## src/rtl/imem_loader_pkg.sv

```systemverilog
// Shared definitions for the boot-time instruction-memory loader.
package imem_loader_pkg;

  localparam logic [7:0] SYNC_BYTE  = 8'hA5;
  localparam int         DEPTH_DEF  = 256;
  localparam int         ADDR_W_DEF = 16;

  typedef enum logic [2:0] {
    ST_HUNT  = 3'd0,
    ST_LEN_H = 3'd1,
    ST_LEN_L = 3'd2,
    ST_DAT_H = 3'd3,
    ST_DAT_L = 3'd4,
    ST_CSUM  = 3'd5,
    ST_DONE  = 3'd6,
    ST_ERR   = 3'd7
  } state_e;

endpackage

```

## src/rtl/imem_frame_fsm.sv

```systemverilog
// Frame sequencer: tracks position in the frame, the word length and the
// word counter, and produces the registered handshake/write/status outputs.
//
// state | meaning
// HUNT  | discard bytes until the sync byte arrives
// LEN_H | expecting length high byte
// LEN_L | expecting length low byte; range-check N
// DAT_H | expecting high byte of the next word
// DAT_L | expecting low byte; schedules the memory write
// CSUM  | expecting checksum byte
// DONE  | load good, CPU released, waits for restart
// ERR   | load failed, CPU held, waits for restart
module imem_frame_fsm
  import imem_loader_pkg::*;
#(
  parameter int         ADDR_W = ADDR_W_DEF,
  parameter int         DEPTH  = DEPTH_DEF,
  parameter logic [7:0] SYNC   = SYNC_BYTE
) (
  input  logic              i_clk,
  input  logic              i_rst_n,
  input  logic              i_accept,
  input  logic [7:0]        i_byte,
  input  logic              i_restart,
  input  logic              i_csum_ok,
  output state_e            o_state,
  output logic              o_in_ready,
  output logic              o_wr_en,
  output logic [ADDR_W-1:0] o_wr_addr,
  output logic              o_cpu_run,
  output logic              o_load_err,
  output logic [ADDR_W-1:0] o_words_loaded
);

  state_e            r_state;
  logic [7:0]        r_len_hi;
  logic [15:0]       r_len;
  logic [ADDR_W-1:0] r_words;
  logic              r_ready;
  logic              r_wr_en;
  logic              r_cpu_run;
  logic              r_load_err;

  logic [15:0] w_len_in;
  logic        w_last_word;
  logic        w_terminal;

  assign w_len_in    = {r_len_hi, i_byte};
  // The previous word's counter increment has always landed by the time the
  // next low byte can be accepted, so r_words is the index being written.
  assign w_last_word = ((32'(r_words) + 32'd1) == 32'(r_len));
  assign w_terminal  = (r_state == ST_DONE) || (r_state == ST_ERR);

  // Frame sequencing, counters and registered outputs.
  always_ff @(posedge i_clk or negedge i_rst_n) begin
    if (!i_rst_n) begin
      r_state    <= ST_HUNT;
      r_len_hi   <= 8'd0;
      r_len      <= 16'd0;
      r_words    <= '0;
      r_ready    <= 1'b0;
      r_wr_en    <= 1'b0;
      r_cpu_run  <= 1'b0;
      r_load_err <= 1'b0;
    end else begin
      r_ready <= !w_terminal;
      r_wr_en <= 1'b0;
      if (r_wr_en) r_words <= r_words + ADDR_W'(1);

      if (i_restart && w_terminal) begin
        r_state    <= ST_HUNT;
        r_cpu_run  <= 1'b0;
        r_load_err <= 1'b0;
        r_words    <= '0;
        r_ready    <= 1'b1;
      end else if (i_accept) begin
        case (r_state)
          ST_HUNT: begin
            if (i_byte == SYNC) r_state <= ST_LEN_H;
          end
          ST_LEN_H: begin
            r_len_hi <= i_byte;
            r_state  <= ST_LEN_L;
          end
          ST_LEN_L: begin
            r_len   <= w_len_in;
            r_words <= '0;
            if (32'(w_len_in) > 32'(DEPTH)) begin
              r_state    <= ST_ERR;
              r_load_err <= 1'b1;
              r_ready    <= 1'b0;
            end else if (w_len_in == 16'd0) begin
              r_state <= ST_CSUM;
            end else begin
              r_state <= ST_DAT_H;
            end
          end
          ST_DAT_H: begin
            r_state <= ST_DAT_L;
          end
          ST_DAT_L: begin
            r_wr_en <= 1'b1;
            r_state <= w_last_word ? ST_CSUM : ST_DAT_H;
          end
          ST_CSUM: begin
            r_ready <= 1'b0;
            if (i_csum_ok) begin
              r_state   <= ST_DONE;
              r_cpu_run <= 1'b1;
            end else begin
              r_state    <= ST_ERR;
              r_load_err <= 1'b1;
            end
          end
          default: ;
        endcase
      end
    end
  end

  assign o_state        = r_state;
  assign o_in_ready     = r_ready;
  assign o_wr_en        = r_wr_en;
  assign o_wr_addr      = r_words;
  assign o_cpu_run      = r_cpu_run;
  assign o_load_err     = r_load_err;
  assign o_words_loaded = r_words;

endmodule

```

## src/rtl/imem_loader.sv

```systemverilog
// Boot loader: framed byte stream in, 16-bit instruction-memory writes out,
// CPU held in reset until a frame with a good checksum completes.
module imem_loader
  import imem_loader_pkg::*;
#(
  parameter int         ADDR_W = ADDR_W_DEF,
  parameter int         DEPTH  = DEPTH_DEF,
  parameter logic [7:0] SYNC   = SYNC_BYTE
) (
  input  logic              i_clk,
  input  logic              i_rst_n,
  input  logic [7:0]        i_in_data,
  input  logic              i_in_valid,
  output logic              o_in_ready,
  input  logic              i_restart,
  output logic              o_wr_en,
  output logic [ADDR_W-1:0] o_wr_addr,
  output logic [15:0]       o_wr_data,
  output logic              o_cpu_run,
  output logic              o_load_err,
  output logic [ADDR_W-1:0] o_words_loaded
);

  state_e      w_state;
  logic        w_ready;
  logic        w_accept;
  logic        w_csum_ok;
  logic [7:0]  r_csum;
  logic [7:0]  r_hi;
  logic [15:0] r_wr_data;

  assign w_accept  = i_in_valid && w_ready;
  assign w_csum_ok = (i_in_data == r_csum);

  imem_frame_fsm #(
    .ADDR_W (ADDR_W),
    .DEPTH  (DEPTH),
    .SYNC   (SYNC)
  ) u_fsm (
    .i_clk          (i_clk),
    .i_rst_n        (i_rst_n),
    .i_accept       (w_accept),
    .i_byte         (i_in_data),
    .i_restart      (i_restart),
    .i_csum_ok      (w_csum_ok),
    .o_state        (w_state),
    .o_in_ready     (w_ready),
    .o_wr_en        (o_wr_en),
    .o_wr_addr      (o_wr_addr),
    .o_cpu_run      (o_cpu_run),
    .o_load_err     (o_load_err),
    .o_words_loaded (o_words_loaded)
  );

  // Payload checksum and big-endian word assembly; the write data register
  // lines up with the FSM's registered write strobe.
  always_ff @(posedge i_clk or negedge i_rst_n) begin
    if (!i_rst_n) begin
      r_csum    <= 8'd0;
      r_hi      <= 8'd0;
      r_wr_data <= 16'd0;
    end else if (w_accept) begin
      case (w_state)
        ST_LEN_L: r_csum <= 8'd0;
        ST_DAT_H: begin
          r_hi   <= i_in_data;
          r_csum <= r_csum + i_in_data;
        end
        ST_DAT_L: begin
          r_csum    <= r_csum + i_in_data;
          r_wr_data <= {r_hi, i_in_data};
        end
        default: ;
      endcase
    end
  end

  assign o_in_ready = w_ready;
  assign o_wr_data  = r_wr_data;

endmodule

```

## config.mk

```make
export PLATFORM = sky130hd
export DESIGN_NAME = imem_loader
export DESIGN_NICKNAME = d
export VERILOG_FILES = /design/src/rtl/imem_loader_pkg.sv /design/src/rtl/imem_frame_fsm.sv /design/src/rtl/imem_loader.sv
export SDC_FILE = /design/constraint.sdc
export NUM_CORES = 1
export LEC_CHECK = 0
export CORE_MARGIN = 4
export CORE_UTILIZATION = 60
export CTS_BUF_LIST = sky130_fd_sc_hd__clkbuf_4 sky130_fd_sc_hd__clkbuf_8
export DETAILED_ROUTE_END_ITERATION = 8
export HOLD_SLACK_MARGIN = 0.12
export PLACE_DENSITY = 0.93
export SYNTH_ARGS = -nofsm -noshare
export SYNTH_HDL_FRONTEND = slang
export SYNTH_SLANG_ARGS = --single-unit
```

## constraint.sdc

```tcl
create_clock -name i_clk -period 5.15 [get_ports i_clk]
set_clock_uncertainty 0.1 [all_clocks]
set_input_delay 1.03 -clock i_clk [delete_from_list [all_inputs] [get_ports i_clk]]
set_output_delay 1.03 -clock i_clk [all_outputs]
set_load 0.05 [all_outputs]
```

# Word level (Yosys, flattened, before mapping)
# Index checks and enable logic that the tools add are counted.
# Widths: inputs -> output; s select.
# totals
reg_bits	79
input_bits	12
# op_classes
add_sub_neg	3
magnitude_cmp	1
n_eq_ne	13
n_mux	29
bitwise_logic	1
n_reduce_logical	21
# ops
op	n
$mux 16	4
$eq 32x16->1	1
$mux 3	6
$pmux 3 s6	1
$add 16x1->17 const B	1
$add 16x1->16 const B	1
$gt 16x9->1 const B	1
$logic_not 16->1	1
$pmux 8 s2	1
$mux 1	15
$eq 3x3->1 const B	4
$reduce_and 3->1	4
$add 8x8->8	1
$eq 8x8->1	1
$eq 8x8->1 const B	1
$reduce_bool 2->1	4
$reduce_bool 7->1	1
$eq 3x2->1 const B	2
$ne 3x1->1 const B	2
$reduce_and 2->1	3
$pmux 1 s2	2
$reduce_and 4->1	1
$eq 3x1->1 const B	1
$logic_not 3->1	1
other kinds (7)	8

# Depth between registers and ports, before layout
# logic_depth
depth_word	7
ltp_mapped	10
depth_no_buf	10

# Modules after synthesis
# A second synthesis with hierarchy kept.
# unflattened
hier_cells	408
hier_area_um2	4423.0
# by_module_without_submodules
module	instances	cells_each	area_per_inst_um2
imem_frame_fsm	1	281	2854.0
imem_loader	1	127	1569.0

# Worst setup path before layout
# OpenSTA, ideal clock, no wires.
# synth_path
path_kind	flip-flop to flip-flop
start	reg u_fsm.r_words[0], in the netlist u_fsm.o_words_loaded[0]
end	reg u_fsm.r_state[1], in the netlist u_fsm.o_state[1]
t_arrival_ps	2672
t_required_ps	4930
path_slack_ps	2258
stages_incl_launch_ff	9
path_buffers	0
path_cell_list	dfrtp_1 -> ha_1 -> nand3_1 -> a2111o_1 -> a31oi_1 -> o2111ai_1 -> a311o_1 -> a2111o_1 -> a31o_1
# synth_between
elab_chain_len	6
# synth_lines
element	line_no	source
start: declaration	imem_frame_fsm.sv:38	logic [ADDR_W-1:0] r_words;
start signal: assignment	imem_frame_fsm.sv:68	if (r_wr_en) r_words <= r_words + ADDR_W'(1);
$add 16x1->17	imem_frame_fsm.sv:51	assign w_last_word = ((32'(r_words) + 32'd1) == 32'(r_len));
$eq 32x16->1	imem_frame_fsm.sv:51	
$mux 3	imem_frame_fsm.sv:103	r_state <= w_last_word ? ST_CSUM : ST_DAT_H;
$pmux 3 s6	imem_frame_fsm.sv:77	case (r_state)
$mux 3	imem_frame_fsm.sv:76	end else if (i_accept) begin
$mux 3	imem_frame_fsm.sv:70	if (i_restart && w_terminal) begin
end signal: assignment	imem_frame_fsm.sv:103	
end: declaration	imem_frame_fsm.sv:35	state_e r_state;
# Every way passes these cells. The select of a mux whose other input is x is not followed.
# A chain may end at the register's enable or synchronous reset.

# Final worst setup path
# layout_path
start	in i_in_valid
end	reg r_csum[3]
# layout_between
elab_chain_len	2
# layout_lines
element	line_no	source
start: declaration	imem_loader.sv:13	input logic i_in_valid,
$logic_and 1x1->1	imem_loader.sv:32	assign w_accept = i_in_valid && w_ready;
$reduce_and 2->1 (no source line)	--	
end signal: assignment	imem_loader.sv:67	r_csum <= r_csum + i_in_data;
end signal: assignment	imem_loader.sv:70	r_csum <= r_csum + i_in_data;
end: declaration	imem_loader.sv:28	logic [7:0] r_csum;
# Every way passes these cells.

==> results by group <==
Run status
  – Outcome: complete, no violations

Worst setup path
  – Data arrival, critical path: approximately 3300 ps
  – Slowest Stage Delay on Critical Path: about 520 ps
  – RR Endpoint: u_fsm.o_state[1]$_DFFE_PN0P_
  – Setup Crit Path Kind: input pin to flip-flop
  – Crit path max fanout: 18
  – Buf/Inv on CP: 2
  – Reg2reg setup slack: 2300 ps
  – Worst reg2reg path depth: 8
  – Worst EP required: 5260 ps
  – Crit end category: flip-flop
  – Worst Setup EP: r_csum[3]$_DFFE_PN0P_
  – Top delay family on crit path: simple AND/OR/NAND/NOR gates
  – Worst setup SP type: input pin
  – CP startpoint: i_in_valid
  – Stages on worst setup path: 8
  – CP max-delay cell: nand2_1
  – Critical-path cell list: clkdlybuf4s50_1 -> nand2_1 -> nor3_1 -> nand2_1 -> inv_1 -> nor2_1 -> nand3_1 -> o21ai_0
  – Reg-to-reg startpoint: u_fsm.o_words_loaded[0]$_DFF_PN0_
  – CP most frequent cell: nand2_1

Floorplanning
  – Initial core utilization: 0.628
  – Core Box Area: 0.00691 mm2
  – Row count: 30
  – Chip Height: about 93 um
  – I/O pin count: between 60 and 70
  – Die Area: 0.00865 mm2
  – Die width: just over 90 um

Power
  – Total Power: between 2 and 3 mW
  – Static leakage: about 2.2 nW
  – Comb pwr share: 0.427
  – Sw Share: 0.408
  – Internal: 1.66 mW
  – Peak VDD IR: around 0.57 mV
  – Sw power: 1.14 mW
  – Power density cells: 556 mW/mm2
  – Clock network power share: 0.194
  – Sequential power share: 0.379

Cells and area
  – Cell area after layout: 0.00503 mm2
  – NumNets Final: 489
  – Area Overhead vs Synth: 16.1%
  – Diode count: 0
  – Final std cells w/o fill: around 570
  – Layout cells sized above 1: 0.129

Placement
  – Placed cell areas: 0.00480 mm2
  – # port buffers: between 60 and 70
  – GP Congestion: 0.894
  – Post-DP HPWL: 6.70 mm
  – DP Worst Slack: ~1600 ps
  – Placed cells: 553

Synthesis
  – Most frequent cell after synthesis: dfrtp_1
  – Synth Flop Type: dfrtp_1
  – Yosys top cell area share: 0.456
  – Cell Area, Synth: roughly 0.0043 mm2
  – Synth area leader: dfrtp_1
  – Netlist cell types: 57
  – Synth Instances: about 430
  – Post-synthesis async set-or-reset flop share: 1.00
  – Number of synthesized flops with an enable pin: 0
  – Post-synth top cells: dfrtp_1 (79), nand2_1 (67), mux2_2 (32), nor2_1 (30), xor2_1 (24)
  – Synth area leaders: dfrtp_1 (46%), mux2_2 (8.3%), nand2_1 (5.8%)
  – Syn_nets: 452
  – Ys Warns: 0
  – Sequential area share after synthesis: 0.456
  – Flops & latches, synth: 79
  – Avg Cell Area, Syn: between 10 and 15 um2

Min path
  – Worst hold path type: flip-flop to flip-flop
  – Hold path cells: 2

Drt
  – Via count: 3400
  – Final wirelength: 9.60 mm
  – Routed Antenna Nets: 0
  – Initial DRC count: 209
  – DRC Markers: 0
  – Vias per cell: approximately 6
  – Wire per inst: around 17 um
  – 1st-pass router iterations: 5

GRT
  – Gr ovfl total: 0
  – Met2 GRT Util: 0.391
  – First-pass GRT wire length: 16.1 mm
  – Global-route usage over all layers: 0.238
  – Global-route met1 utilization: 0.300
  – Vias in the first global route: 3307
  – Gr busiest metal: met2
  – Largest net degree at the start of global routing: 80
  – Met3 Usage GRT: 0.0459
  – Initial antenna violation count: 0

STA
  – Worst-margin pin slew: approximately 950 ps
  – Count of final setup violators: 0
  – Fin. max-slew vios: 0
  – TNS Setup: 0 ps
  – Final setup margin: 1970 ps
  – Tmin final: 3180 ps
  – Slew HR: 0.367
  – Fmax: around 310 MHz
  – Fin crit share: 0.617
  – RSZ-0062 raised after global routing: false
  – Final hold viol count: 0

Clock network
  – TritonCTS Buffers: 9
  – Clock-pin slew on the worst setup and hold paths: ~70 ps
  – Clock Tree Root: clkbuf_8
  – Post-cts sizing count: 0
  – CTS tree: yes
  – Max Root-Sink Buffers: 2
  – Hold-fix buffers, CTS: 0
  – # H-tree levels: 3
  – CTS sink cnt: approximately 80
  – Skew-Pair Late Insertion Delay: 350 ps
  – # Post-CTS Setup Buffers: 0

Job
  – Max cap viols: 0
[power by group through the flow]
stage                     registers (mW)  clock network, mW  logic, mW
after floorplan                     1.26                  0      0.678
after global placement              1.05                  0       1.16
after detailed placement            1.07                  0       1.19
after CTS                           1.06              0.554       1.20
after global routing                1.10              0.575       1.30
final                               1.06              0.543       1.20
[layer usage]
layer | part of all wire | vias to the layer above | routed length [um]
li1 | - | 1555 | -
met1 | 0.40 | 1650 | 3880
met2 | 0.49 | 161 | 4730
met3 | 0.069 | 34 | 660
met4 | 0.034 | 0 | 328
met5 | 0 | - | 0
[worst min path at each step]
stage,startpoint,end,slack (ps)
finish,o_wr_data[1]$_DFFE_PN0P_,o_wr_data[1]$_DFFE_PN0P_,390
floorplan,u_fsm.r_len[9]$_DFFE_PN0P_,u_fsm.r_len[9]$_DFFE_PN0P_,350
global route,u_fsm.r_len[14]$_DFFE_PN0P_,u_fsm.r_len[14]$_DFFE_PN0P_,430
global placement,o_wr_data[1]$_DFFE_PN0P_,o_wr_data[1]$_DFFE_PN0P_,360
CTS,o_wr_data[1]$_DFFE_PN0P_,o_wr_data[1]$_DFFE_PN0P_,400
detailed placement,o_wr_data[1]$_DFFE_PN0P_,o_wr_data[1]$_DFFE_PN0P_,380
[metrics by stage]
step | hold slack, ps | utilization
6_report | 390 | 0.729
5_1_grt | 425 | 0.729
4_1_cts | 397 | 0.729
3_5_place_dp | 380 | 0.695
3_3_place_gp | 365 | 0.695
2_1_floorplan | 354 | -
[tightest hold or removal path, cell delays in order (launching register included)]
cell	delay (ps)
dfrtp_1	350
nand2_1	40
o21ai_0	60
[registers in the layout (all words and copies together) (netlist names)]
name and flops:
u_fsm.r_len 16, u_fsm.r_len_hi 8, u_fsm.o_load_err 1, u_fsm.o_words_loaded 16
o_wr_data 16, u_fsm.o_cpu_run 1, u_fsm.o_in_ready 1, u_fsm.o_state 3
r_hi 8, r_csum 8, u_fsm.o_wr_en 1
[cell families after synthesis]
family	after synthesis	share of synthesized area
simple gates	162	0.181
buf+inv	45	0.0730
compound gates	63	0.0955
flops	79	0.456
fa+ha+maj	9	0.0277
mux	36	0.0924
xor+xnor	37	0.0747
[cell usage in the layout (no fill, tap or decap), types with 9 or more instances in the layout]
master,count
mux2_2,32
dfrtp_1,79
clkdlybuf4s50_1,62
a21oi_1,15
clkbuf_8,9
o21ai_0,18
nand3_1,15
xnor2_1,13
nand2_1,67
xor2_1,24
nor2_1,30
[final cells by class]
type | count | area, um2
flip-flops and latches | 79 | 1980
multi-input cells | 307 | 2040
fillers | 531 | 1870
inverters | 7 | 26.3
clock buffers | 9 | 124
clock inverters | 6 | 109
repair buffers | 64 | 636
well taps | 96 | 120
(Power assumes the default switching activity.)
